$ cat config.mk
export PLATFORM = sky130hd
export DESIGN_NAME = seg7_scan_driver
export DESIGN_NICKNAME = d
export VERILOG_FILES = /design/src/rtl/seg7_scan_driver.sv
export SDC_FILE = /design/constraint.sdc
export NUM_CORES = 1
export LEC_CHECK = 0
export CORE_MARGIN = 4
export CORE_UTILIZATION = 40
export CTS_CLUSTER_SIZE = 30
export DETAILED_ROUTE_END_ITERATION = 7
export GPL_TIMING_DRIVEN = 0
export MAX_ROUTING_LAYER = met4
export PLACE_DENSITY_LB_ADDON = 0.05
export SYNTH_ARGS = -nofsm -noshare
export SYNTH_HDL_FRONTEND = slang
export SYNTH_SLANG_ARGS = --single-unit
$ cat constraint.sdc
create_clock -name clk -period 2.9 [get_ports clk]
set_input_delay 0.58 -clock clk [delete_from_list [all_inputs] [get_ports clk]]
set_output_delay 0.58 -clock clk [all_outputs]
set_load 0.03 [all_outputs]
$ cat src/rtl/seg7_scan_driver.sv
// Time-multiplexed driver for a 4-digit common-anode 7-segment display with shadowed inputs.
// Optional build macro SEG7_LEADING_ZERO_BLANK_EN suppresses leading zeros on positions 3..1.
module seg7_scan_driver #(
   parameter int SCAN_DIV_W  = 17,
   parameter int BLINK_DIV_W = 6
) (
   input  logic        clk,
   input  logic        rst_n,
   input  logic        load,
   input  logic [15:0] digits_in,
   input  logic [3:0]  blank_mask,
   input  logic [3:0]  blink_mask,
   input  logic [3:0]  dp_mask,
   output logic [3:0]  an,
   output logic [7:0]  seg,
   output logic        frame_tick
);

   logic [SCAN_DIV_W-1:0]  presc_q;
   logic [1:0]             pos_q;
   logic [BLINK_DIV_W-1:0] frame_cnt_q;
   logic [15:0]            dig_q;
   logic [3:0]             blank_q, blink_q, dp_q;
   logic [3:0]             an_q, an_d;
   logic [7:0]             seg_q, seg_d;
   logic                   frame_tick_q;

   logic       scan_tick;
   logic       blink_phase;
   logic [3:0] nib;
   logic [6:0] glyph;
   logic [3:0] lz_blank;
   logic       dark;

   assign scan_tick   = &presc_q;
   assign blink_phase = frame_cnt_q[BLINK_DIV_W-1];

   // pos_q names the position that the next scan tick lights; after reset the first tick lights position 0.
   assign nib = dig_q[{pos_q, 2'b00} +: 4];

   always_comb begin
      glyph = 7'b1111111;
      case (nib)
         4'h0: glyph = 7'b0000001;
         4'h1: glyph = 7'b1001111;
         4'h2: glyph = 7'b0010010;
         4'h3: glyph = 7'b0000110;
         4'h4: glyph = 7'b1001100;
         4'h5: glyph = 7'b0100100;
         4'h6: glyph = 7'b0100000;
         4'h7: glyph = 7'b0001111;
         4'h8: glyph = 7'b0000000;
         4'h9: glyph = 7'b0000100;
         4'hA: glyph = 7'b0001000;
         4'hB: glyph = 7'b1100000;
         4'hC: glyph = 7'b0110001;
         4'hD: glyph = 7'b1000010;
         4'hE: glyph = 7'b0110000;
         4'hF: glyph = 7'b0111000;
         default: glyph = 7'b1111111;
      endcase
   end

`ifdef SEG7_LEADING_ZERO_BLANK_EN
   // A position is a leading zero only if it and everything to its left is zero.
   always_comb begin
      lz_blank    = 4'b0000;
      lz_blank[3] = (dig_q[15:12] == 4'h0);
      lz_blank[2] = lz_blank[3] & (dig_q[11:8] == 4'h0);
      lz_blank[1] = lz_blank[2] & (dig_q[7:4] == 4'h0);
   end
`else
   assign lz_blank = 4'b0000;
`endif

   always_comb begin
      dark  = blank_q[pos_q] | lz_blank[pos_q] | (blink_q[pos_q] & blink_phase);
      an_d  = 4'b1111;
      seg_d = 8'hFF;
      if (!dark) begin
         an_d  = ~(4'b0001 << pos_q);
         seg_d = {glyph, ~dp_q[pos_q]};
      end
   end

   always_ff @(posedge clk or negedge rst_n) begin
      if (!rst_n) begin
         presc_q      <= '0;
         pos_q        <= 2'd0;
         frame_cnt_q  <= '0;
         dig_q        <= 16'h0000;
         blank_q      <= 4'h0;
         blink_q      <= 4'h0;
         dp_q         <= 4'h0;
         an_q         <= 4'hF;
         seg_q        <= 8'hFF;
         frame_tick_q <= 1'b0;
      end else begin
         presc_q      <= presc_q + SCAN_DIV_W'(1);
         frame_tick_q <= scan_tick && (pos_q == 2'd3);
         if (scan_tick) begin
            pos_q <= pos_q + 2'd1;
            an_q  <= an_d;
            seg_q <= seg_d;
         end
         if (frame_tick_q) begin
            frame_cnt_q <= frame_cnt_q + BLINK_DIV_W'(1);
         end
         // A load on a tick edge lands after the tick has sampled the old shadow.
         if (load) begin
            dig_q   <= digits_in;
            blank_q <= blank_mask;
            blink_q <= blink_mask;
            dp_q    <= dp_mask;
         end
      end
   end

   assign an         = an_q;
   assign seg        = seg_q;
   assign frame_tick = frame_tick_q;

endmodule

==> flow_summary.yaml, run 1 <==
status:
  status: "complete, no violations"
power_and_ir_drop:
  powerDensity_mw_per_mm2: 490
  cellLeakagePower_nw: 1.61
  ir_worst_vdd_uv: 276
synthesis:
  syn_inst: 237
  yosysWarnings: 0
  synthesis.nets: 281
  synth_top_area_frac: 0.447
  synth_flop_cell: "dfrtp_1"
  synth_top_area_cell: "dfrtp_1"
  ys_top_cells_by_area: "dfrtp_1 (45%), mux2_2 (12%), dfstp_2 (10%)"
  ys_seq_area_frac: 0.551
  syn-cell-area_sq_mm: 0.00303
  synthArstFlopShare: 1.00
  synth.ff_latch_count: 66
  avgSynthCellArea_sq_um: 12.8
  synthDistinctLibCells: 30
  synth-edff-count: 0
worst_setup_path:
  endpoint_kind: "register"
  cp.required_ns: 3.16
  cp_slowest_cell: "clkbuf_1"
  crit_arrival_ns: 2.54
  critPathMaxStageDelay_ns: 0.41
  path_delay_family: "buffers and inverters"
  r2r-start: "presc_q[0]$_DFF_PN0_"
  crit_path_start: "presc_q[0]$_DFF_PN0_"
  cp.buffers_inverters: 2
  path_cells: "ha_1 -> nand4_1 -> nor4_1 -> ha_1 -> clkbuf_1 -> clkbuf_1 -> nor2_1 -> a21oi_1"
  path_max_fanout: 10
  critPathLaunchType: "register"
  worstSetupPathType: "register to register"
drt:
  dr.first_iter.drc_count: 32
  wl_um: 5390
  viasPerCell: 4.78
  wl_per_cell_um: 13.7
  ant_nets: 0
  dr.pass1.iters: 4
  vias: 1885
  drc_errors: 0
floorplanning:
  io_pins: 44
  core_area_sq_mm: 0.00729
  placementRows: 31
  die_w_um: 95.0
  start_util: 0.415
  dieHeight_um: 95.0
  dieArea_sq_mm: 0.00902
sta:
  fmax_ghz: 0.438
  fin_skew_ns: 0.0179
  post-route-period-util: 0.787
  rsz0062_at_grt: "false"
  setup_slack_ns: 0.617
  slew_headroom: 0.457
  hold_viol_final: 0
  hold_slack_ns: 0.330
  worst_slew_pin_slew_ns: 0.814
  finalSetupViolCount: 0
  maxSlewViolCount: 0
  period_needed_ns: 2.28
layout:
  n_antenna_cell: 0
  areaGrowthSynthToFinish_pct: 23.4
  fin_area_sq_mm: 0.00373
  drive_above_1_share: 0.231
  nets: 334
  fill_cells: 716
place:
  hpwl_um: 3830
  place_ws_ns: 0.565
  placed_area_sq_mm: 0.00357
  place_congestion: 0.800
  io_buffer_count: 42
clock_network:
  clock-sinks: 66
  cts_resized: 0
  path_clk_slew_ns: 0.07
  postCtsHoldBufs: 0
  htreeDepth: 3
  cts_tree: "done"
  clock_path_buffers: 2
  worstSkewPairLatency_ns: 0.34
  cts_made_buffers: 9
  root_buffer: "clkbuf_8"
  cts_setup_buffers: 0
grt:
  grt_pass1_wl_um: 9480
  grt_max_degree: 67
  antenna_found_initial: 0
  grt_usage: 0.143
  grt_pass1_vias: 1921
  grt_overflow_total: 0
flow_run:
  drv_cap: 0
hold_path:
  hold_path_class: "primary input to async pin"
## cells in the final DEF (no fill, tap or decap), types with 2 or more instances in the layout
cell and instances:
dfrtp_1 54, clkdlybuf4s50_1 41, mux2_2 31, nor2_1 16
a21oi_1 13, ha_1 13, nand2_1 12, dfstp_2 12
xnor2_1 11, clkbuf_8 10, inv_1 9, xor2_1 9
nand3_1 7, clkbuf_1 7, nand4_1 6, o21ai_0 6
nor3_1 4, buf_6 4, mux4_2 4, a31oi_1 4
and3_1 3, and2_1 3, mux4_1 2, mux2i_1 2
clkinv_2 2
## flip-flops by register name (all words and copies together), names as in the netlist
register / count
blink_q: 4
frame_tick: 1
seg: 8
pos_q: 2
frame_cnt_q: 6
presc_q: 17
dp_q: 4
blank_q: 4
an: 4
dig_q: 16
## metal layers
layer  part of all wire  up-vias  global-route usage
li1                   -      929                   -
met1               0.47      918               0.180
met2               0.46       29               0.214
met3              0.053        9              0.0534
met4              0.014        0              0.0433
met5                  0        -                   -
## cell usage after synthesis (2+ instances only)
library cell / count
dfrtp_1: 54
mux2_2: 31
nor2_1: 16
a21oi_1: 13
ha_1: 13
dfstp_2: 12
nand2_1: 12
xnor2_1: 11
inv_1: 9
xor2_1: 9
nand3_1: 7
nand4_1: 6
o21ai_0: 6
a31oi_1: 4
buf_6: 4
clkbuf_1: 4
mux4_2: 4
nor3_1: 4
and2_1: 3
and3_1: 3
mux2i_1: 2
mux4_1: 2
## worst paths after layout
| check | endpoint | slack, ns | cells after the start |
|---|---|---|---|
| setup / recovery | seg[0]$_DFFE_PN1P_ | 0.62 | 8 |
| hold / removal | frame_cnt_q[0]$_DFFE_PN0P_ | 0.33 | 1 |
| setup reg to reg | seg[0]$_DFFE_PN1P_ | 0.62 | 8 |
| hold reg to reg | presc_q[0]$_DFF_PN0_ | 0.48 | 1 |
| max in group asynchronous | dig_q[10]$_DFFE_PN0P_ | 2.03 | 1 |
| min in group clk | presc_q[0]$_DFF_PN0_ | 0.48 | 1 |
## cell type report
type                            instances  area (sq um)  share of cell area
Multi-Input combinational cell        152          1260               0.336
Tap cell                               99           124              0.0332
Timing Repair Buffer                   42           418               0.112
Clock inverter                          3          17.5             0.00469
Clock buffer                           13           149              0.0399
Buffer                                 10          68.8              0.0184
Sequential cell                        66          1670               0.446
Inverter                                9          33.8             0.00905
## stage by stage
stage               power [mW]   util  cells  setup TNS [ns]
CTS                       1.86  0.512    394               0
global route              1.93  0.512    394               0
global placement          1.18  0.490    378          -59.87
floorplan                 1.10      -    237               0
detailed placement        1.18  0.489    378               0
finish                    1.83  0.512    394               0
## worst register-to-register path: stages (launching register included)
cell and delay (ns):
dfrtp_1 0.39, ha_1 0.24, nand4_1 0.14, nor4_1 0.32, ha_1 0.20, clkbuf_1 0.28
clkbuf_1 0.41, nor2_1 0.10, a21oi_1 0.14
## power by group
group | internal [mW] | switching, mW
logic | 0.108 | 0.0742
registers | 0.960 | 0.0183
clock network | 0.332 | 0.338
total | 1.40 | 0.431
## cells by family (layout without fill, tap and decap cells)
| family | count (synthesis) | after routing | synth area share |
|---|---|---|---|
| buffers and inverters | 19 | 77 | 0.0339 |
| adder cells (fa/ha/maj) | 13 | 13 | 0.0538 |
| XOR/XNOR | 20 | 20 | 0.0579 |
| AO/OA/AOI/OAI | 25 | 25 | 0.0447 |
| flip-flops | 66 | 66 | 0.551 |
| multiplexers | 40 | 40 | 0.174 |
| AND/OR/NAND/NOR | 54 | 54 | 0.0848 |
Power figures use the tool's default switching activity.
==> inputs of run 2 (changes only) <==
==> constraint.sdc (replaced) <==
create_clock -name clk -period 2.1 [get_ports clk]
set_input_delay 0.42 -clock clk [delete_from_list [all_inputs] [get_ports clk]]
set_output_delay 0.42 -clock clk [all_outputs]
set_load 0.03 [all_outputs]
==> flow_summary.yaml, run 2 (same netlist as run 1, synthesis figures left out) <==
worst_setup_path:
  cp.required_ns: 2.36
  endpoint_kind: "register"
  crit_arrival_ns: 2.28
  critPathMaxStageDelay_ns: 0.56
  r2r-start: "pos_q[0]$_DFFE_PN0P_"
  path_cells: "buf_6 -> mux4_2 -> inv_2 -> ha_2 -> mux2i_1 -> mux2_4 -> a31oi_1"
  path_max_fanout: 7
  crit_path_start: "pos_q[0]$_DFFE_PN0P_"
  reg2reg_to: "seg[7]$_DFFE_PN1P_"
  ff2ff_setup_slack_ns: 0.08
  cp_slowest_cell: "mux4_2"
  cp-endpoint: "seg[7]$_DFFE_PN1P_"
  critPathLaunchType: "register"
  worstSetupPathType: "register to register"
  worst_r2r_path_depth: 7
layout:
  layout_commonest_cell: "dfrtp_1"
  nets: 338
  largest_register: "presc_q"
  drive_above_1_share: 0.268
  largest_reg_flops: 17
  areaGrowthSynthToFinish_pct: 24.8
  n_antenna_cell: 0
  fill_cells: 710
  final_core_util: 0.518
  final_cell_mix: "dfrtp_1 (54), clkdlybuf4s50_1 (41), mux2_2 (31)"
sta:
  rsz0062_at_grt: "true"
  worst_slew_pin_slew_ns: 0.815
  period_needed_ns: 2.02
  finalSetupViolCount: 0
  setup_slack_ns: 0.0769
  post-route-period-util: 0.963
  hold_viol_final: 0
  hold_slack_ns: 0.170
  fmax_ghz: 0.494
  slew_headroom: 0.457
  maxSlewViolCount: 0
  fin_skew_ns: 0.0146
power_and_ir_drop:
  finalPower_mw: 2.53
  cellLeakagePower_nw: 1.63
  ir_worst_vdd_uv: 381
  powerDensity_mw_per_mm2: 670
drt:
  vias: 1906
  ant_nets: 0
  dr.first_iter.drc_count: 28
  dr.pass1.iters: 4
  drc_errors: 0
  wl_per_cell_um: 13.8
  wl_um: 5480
  viasPerCell: 4.79
clock_network:
  cts_tree: "done"
  clock-sinks: 66
  clock_path_buffers: 2
  worstSkewPairLatency_ns: 0.34
  cts_made_buffers: 9
  postCtsHoldBufs: 0
  htreeDepth: 3
  root_buffer: "clkbuf_8"
  path_clk_slew_ns: 0.07
floorplanning:
  placementRows: 31
  die_w_um: 95.0
  core_area_sq_mm: 0.00729
  start_util: 0.415
  dieHeight_um: 95.0
  dieArea_sq_mm: 0.00902
  io_pins: 44
place:
  place_ws_ns: -0.235
  hpwl_um: 3830
  io_buffer_count: 42
  place_congestion: 0.800
grt:
  grt_overflow_total: 0
  grt_usage: 0.143
  grt_max_degree: 67
  grt_pass1_vias: 1920
  grt_pass1_wl_um: 9490
  antenna_found_initial: 0
flow_run:
  drv_cap: 0
hold_path:
  hold_path_class: "primary input to async pin"
status:
  status: "complete, no violations"
-- run 2: critical path: cells and delay by family, from the launching register on --
| family | cells | cell delay [ns] |
|---|---|---|
| flip-flops | 1 | 0.38 |
| AO/OA/AOI/OAI | 1 | 0.16 |
| multiplexers | 3 | 0.89 |
| buffers and inverters | 2 | 0.30 |
| adder cells (fa/ha/maj) | 1 | 0.23 |
-- run 2: layout make-up --
class / instances / area (sq um) / share of cell area
plain buffers: 9 / 66.3 / 0.0176
clock buffers: 13 / 149 / 0.0394
clock inverters: 3 / 17.5 / 0.00464
inverters: 9 / 33.8 / 0.00895
multi-input cells: 152 / 1260 / 0.335
flip-flops and latches: 66 / 1670 / 0.441
well taps: 99 / 124 / 0.0328
repair buffers: 47 / 455 / 0.121
-- run 2: timing repair --
item	in CTS	in global routing
resized for setup	5	2
pin swaps	0	2
gates cloned	0	0
setup buffers	0	5
endpoints found under the setup margin	13	13
-- run 2: how the worst min path moves through the flow --
stage,start,end,slack (ns),cells after the start
floorplan,rst_n,blank_q[0]$_DFFE_PN0P_,0.12,0
global placement,presc_q[15]$_DFF_PN0_,presc_q[15]$_DFF_PN0_,0.46,1
detailed placement,presc_q[0]$_DFF_PN0_,presc_q[0]$_DFF_PN0_,0.47,1
CTS,rst_n,presc_q[14]$_DFF_PN0_,0.21,1
global route,rst_n,frame_cnt_q[2]$_DFFE_PN0P_,0.24,1
finish,rst_n,frame_cnt_q[0]$_DFFE_PN0P_,0.17,1
-- run 2: report_power, final --
group          switching, mW  leakage [nW]  internal [mW]
logic                  0.104         0.745          0.152
registers             0.0257         0.800           1.33
clock network          0.463        0.0834          0.458
total                  0.593          1.63           1.94
-- run 2: per-stage QoR --
| stage | cell area (sq um) | std cells | setup TNS (ns) |
|---|---|---|---|
| 6_report | 3780 | 398 | 0 |
| 5_1_grt | 3780 | 398 | -0.713 |
| 4_1_cts | 3730 | 393 | 0 |
| 3_5_place_dp | 3570 | 378 | -2.44 |
| 3_3_place_gp | 3570 | 378 | -104.51 |
| 2_1_floorplan | 3030 | 237 | 0 |
-- run 2: metal layers --
metal | vias up | global-route usage | part of all wire
met5 | - | - | 0
met4 | 0 | 0.0433 | 0.014
met3 | 9 | 0.0534 | 0.054
met2 | 30 | 0.213 | 0.47
met1 | 929 | 0.181 | 0.47
li1 | 938 | - | -
==> inputs of run 3 (changes only) <==
--- a/config.mk
+++ b/config.mk
@@ -5,8 +5,10 @@
 export SDC_FILE = /design/constraint.sdc
 export NUM_CORES = 1
 export LEC_CHECK = 0
+export CELL_PAD_IN_SITES_DETAIL_PLACEMENT = 0
+export CELL_PAD_IN_SITES_GLOBAL_PLACEMENT = 2
 export CORE_MARGIN = 4
-export CORE_UTILIZATION = 40
+export CORE_UTILIZATION = 33
 export CTS_CLUSTER_SIZE = 30
 export DETAILED_ROUTE_END_ITERATION = 7
 export GPL_TIMING_DRIVEN = 0
==> flow_summary.yaml, run 3 (same netlist as run 1, synthesis figures left out) <==
floorplanning:
  io_pins: 44
  core_area_sq_mm: 0.00881
  placementRows: 34
  die_w_um: 104
  dieArea_sq_mm: 0.0108
  dieHeight_um: 104
  start_util: 0.344
worst_setup_path:
  crit_arrival_ns: 2.23
  critPathMaxStageDelay_ns: 0.60
  critPathLaunchType: "register"
  worstSetupPathType: "register to register"
  cp.required_ns: 2.36
  path_cells: "buf_6 -> mux4_2 -> inv_2 -> ha_1 -> mux2i_1 -> a21boi_0 -> a31oi_1"
  path_max_fanout: 6
  path_delay_family: "multiplexers"
  path_depth: 7
  endpoint_kind: "register"
  cp_slowest_cell: "mux4_2"
  cp.buffers_inverters: 2
  worst_r2r_path_depth: 7
sta:
  fmax_ghz: 0.507
  period_needed_ns: 1.97
  hold_viol_final: 0
  fin_skew_ns: 0.00584
  maxSlewViolCount: 0
  fin_setup_tns_ns: 0
  worst_slew_pin_slew_ns: 0.829
  finalSetupViolCount: 0
  slew_headroom: 0.447
  post-route-period-util: 0.939
drt:
  ant_nets: 0
  dr.first_iter.drc_count: 16
  dr.pass1.iters: 4
  wl_per_cell_um: 14.9
  wl_um: 6120
  drc_errors: 0
  viasPerCell: 4.82
  vias: 1975
grt:
  grt_pass1_vias: 2057
  grt_max_degree: 67
  grt_overflow_total: 0
  grt_usage: 0.124
  grt_pass1_wl_um: 10300
  antenna_found_initial: 0
layout:
  fill_cells: 838
  areaGrowthSynthToFinish_pct: 28.4
  final-seq-area_sq_mm: 0.00167
  largest_reg_flops: 17
  largest_register: "presc_q"
  final_cell_mix: "dfrtp_1 (54), clkdlybuf4s50_1 (41), mux2_2 (31)"
  layout_commonest_cell: "dfrtp_1"
  drive_above_1_share: 0.285
  final_core_util: 0.441
  multi_input_area_sq_mm: 0.00128
  n_antenna_cell: 0
  nets: 341
hold_path:
  hold_path_class: "primary input to async pin"
clock_network:
  htreeDepth: 3
  root_buffer: "clkbuf_8"
  path_clk_slew_ns: 0.07
  cts_made_buffers: 9
  clock-sinks: 66
  worstSkewPairLatency_ns: 0.33
  clock_path_buffers: 2
  cts_tree: "done"
place:
  hpwl_um: 4210
  io_buffer_count: 42
  place_congestion: 0.730
flow_run:
  drv_cap: 0
power_and_ir_drop:
  finalPower_mw: 2.80
  powerDensity_mw_per_mm2: 721
  ir_worst_vdd_uv: 326
  cellLeakagePower_nw: 1.67
status:
  status: "complete, no violations"
==> run 3: report_power, final <==
| group | internal, mW | total, mW | switching [mW] |
|---|---|---|---|
| Clock | 0.697 | 1.17 | 0.475 |
| Combinational | 0.157 | 0.272 | 0.116 |
| Sequential | 1.33 | 1.35 | 0.0286 |
==> run 3: what timing repair did <==
action,4_1_cts,5_1_grt
gates resized for setup,5,7
buffers inserted,2,6
setup endpoints to repair,14,13
hold buffers,0,0
pin swaps,1,1
==> run 3: worst paths after layout <==
path,startpoint,endpoint,slack [ns]
worst max-delay path,pos_q[0]$_DFFE_PN0P_,seg[4]$_DFFE_PN1P_,0.13
worst min-delay path,rst_n,frame_cnt_q[0]$_DFFE_PN0P_,0.18
worst max register to register,pos_q[0]$_DFFE_PN0P_,seg[4]$_DFFE_PN1P_,0.13
worst min register to register,presc_q[15]$_DFF_PN0_,presc_q[15]$_DFF_PN0_,0.47
max in group asynchronous,rst_n,presc_q[10]$_DFF_PN0_,1.38
min in group clk,presc_q[15]$_DFF_PN0_,presc_q[15]$_DFF_PN0_,0.47
==> run 3: through the flow <==
stage	setup slack, ns	std cells	cell area [sq um]	hold slack (ns)
after global routing	-0.00219	410	3880	0.260
after detailed placement	-0.403	387	3580	0.463
after floorplan	0.0722	237	3030	0.124
after global placement	-1.75	387	3580	0.463
final	0.128	410	3880	0.181
after CTS	0.0173	404	3810	0.220
==> run 3: layout make-up <==
cell class / instances / share of cell area
repair buffers: 50 / 0.123
plain buffers: 9 / 0.0184
clock buffers: 11 / 0.0364
clock inverters: 5 / 0.0200
flip-flops and latches: 66 / 0.429
well taps: 108 / 0.0348
multi-input cells: 152 / 0.330
inverters: 9 / 0.00870
==> run 3: worst register-to-register path, stage by stage, from the launching register on <==
cell      delay (ns)
dfrtp_1         0.36
buf_6           0.13
mux4_2          0.60
inv_2           0.13
ha_1            0.25
mux2i_1         0.14
a21boi_0        0.11
a31oi_1         0.17
==> run 3: metal layers <==
layer	share of wire	wire, um	global-route usage
met5	0	0	-
met3	0.044	269	0.0386
met4	0.015	90	0.0456
met1	0.47	2850	0.157
met2	0.48	2910	0.189
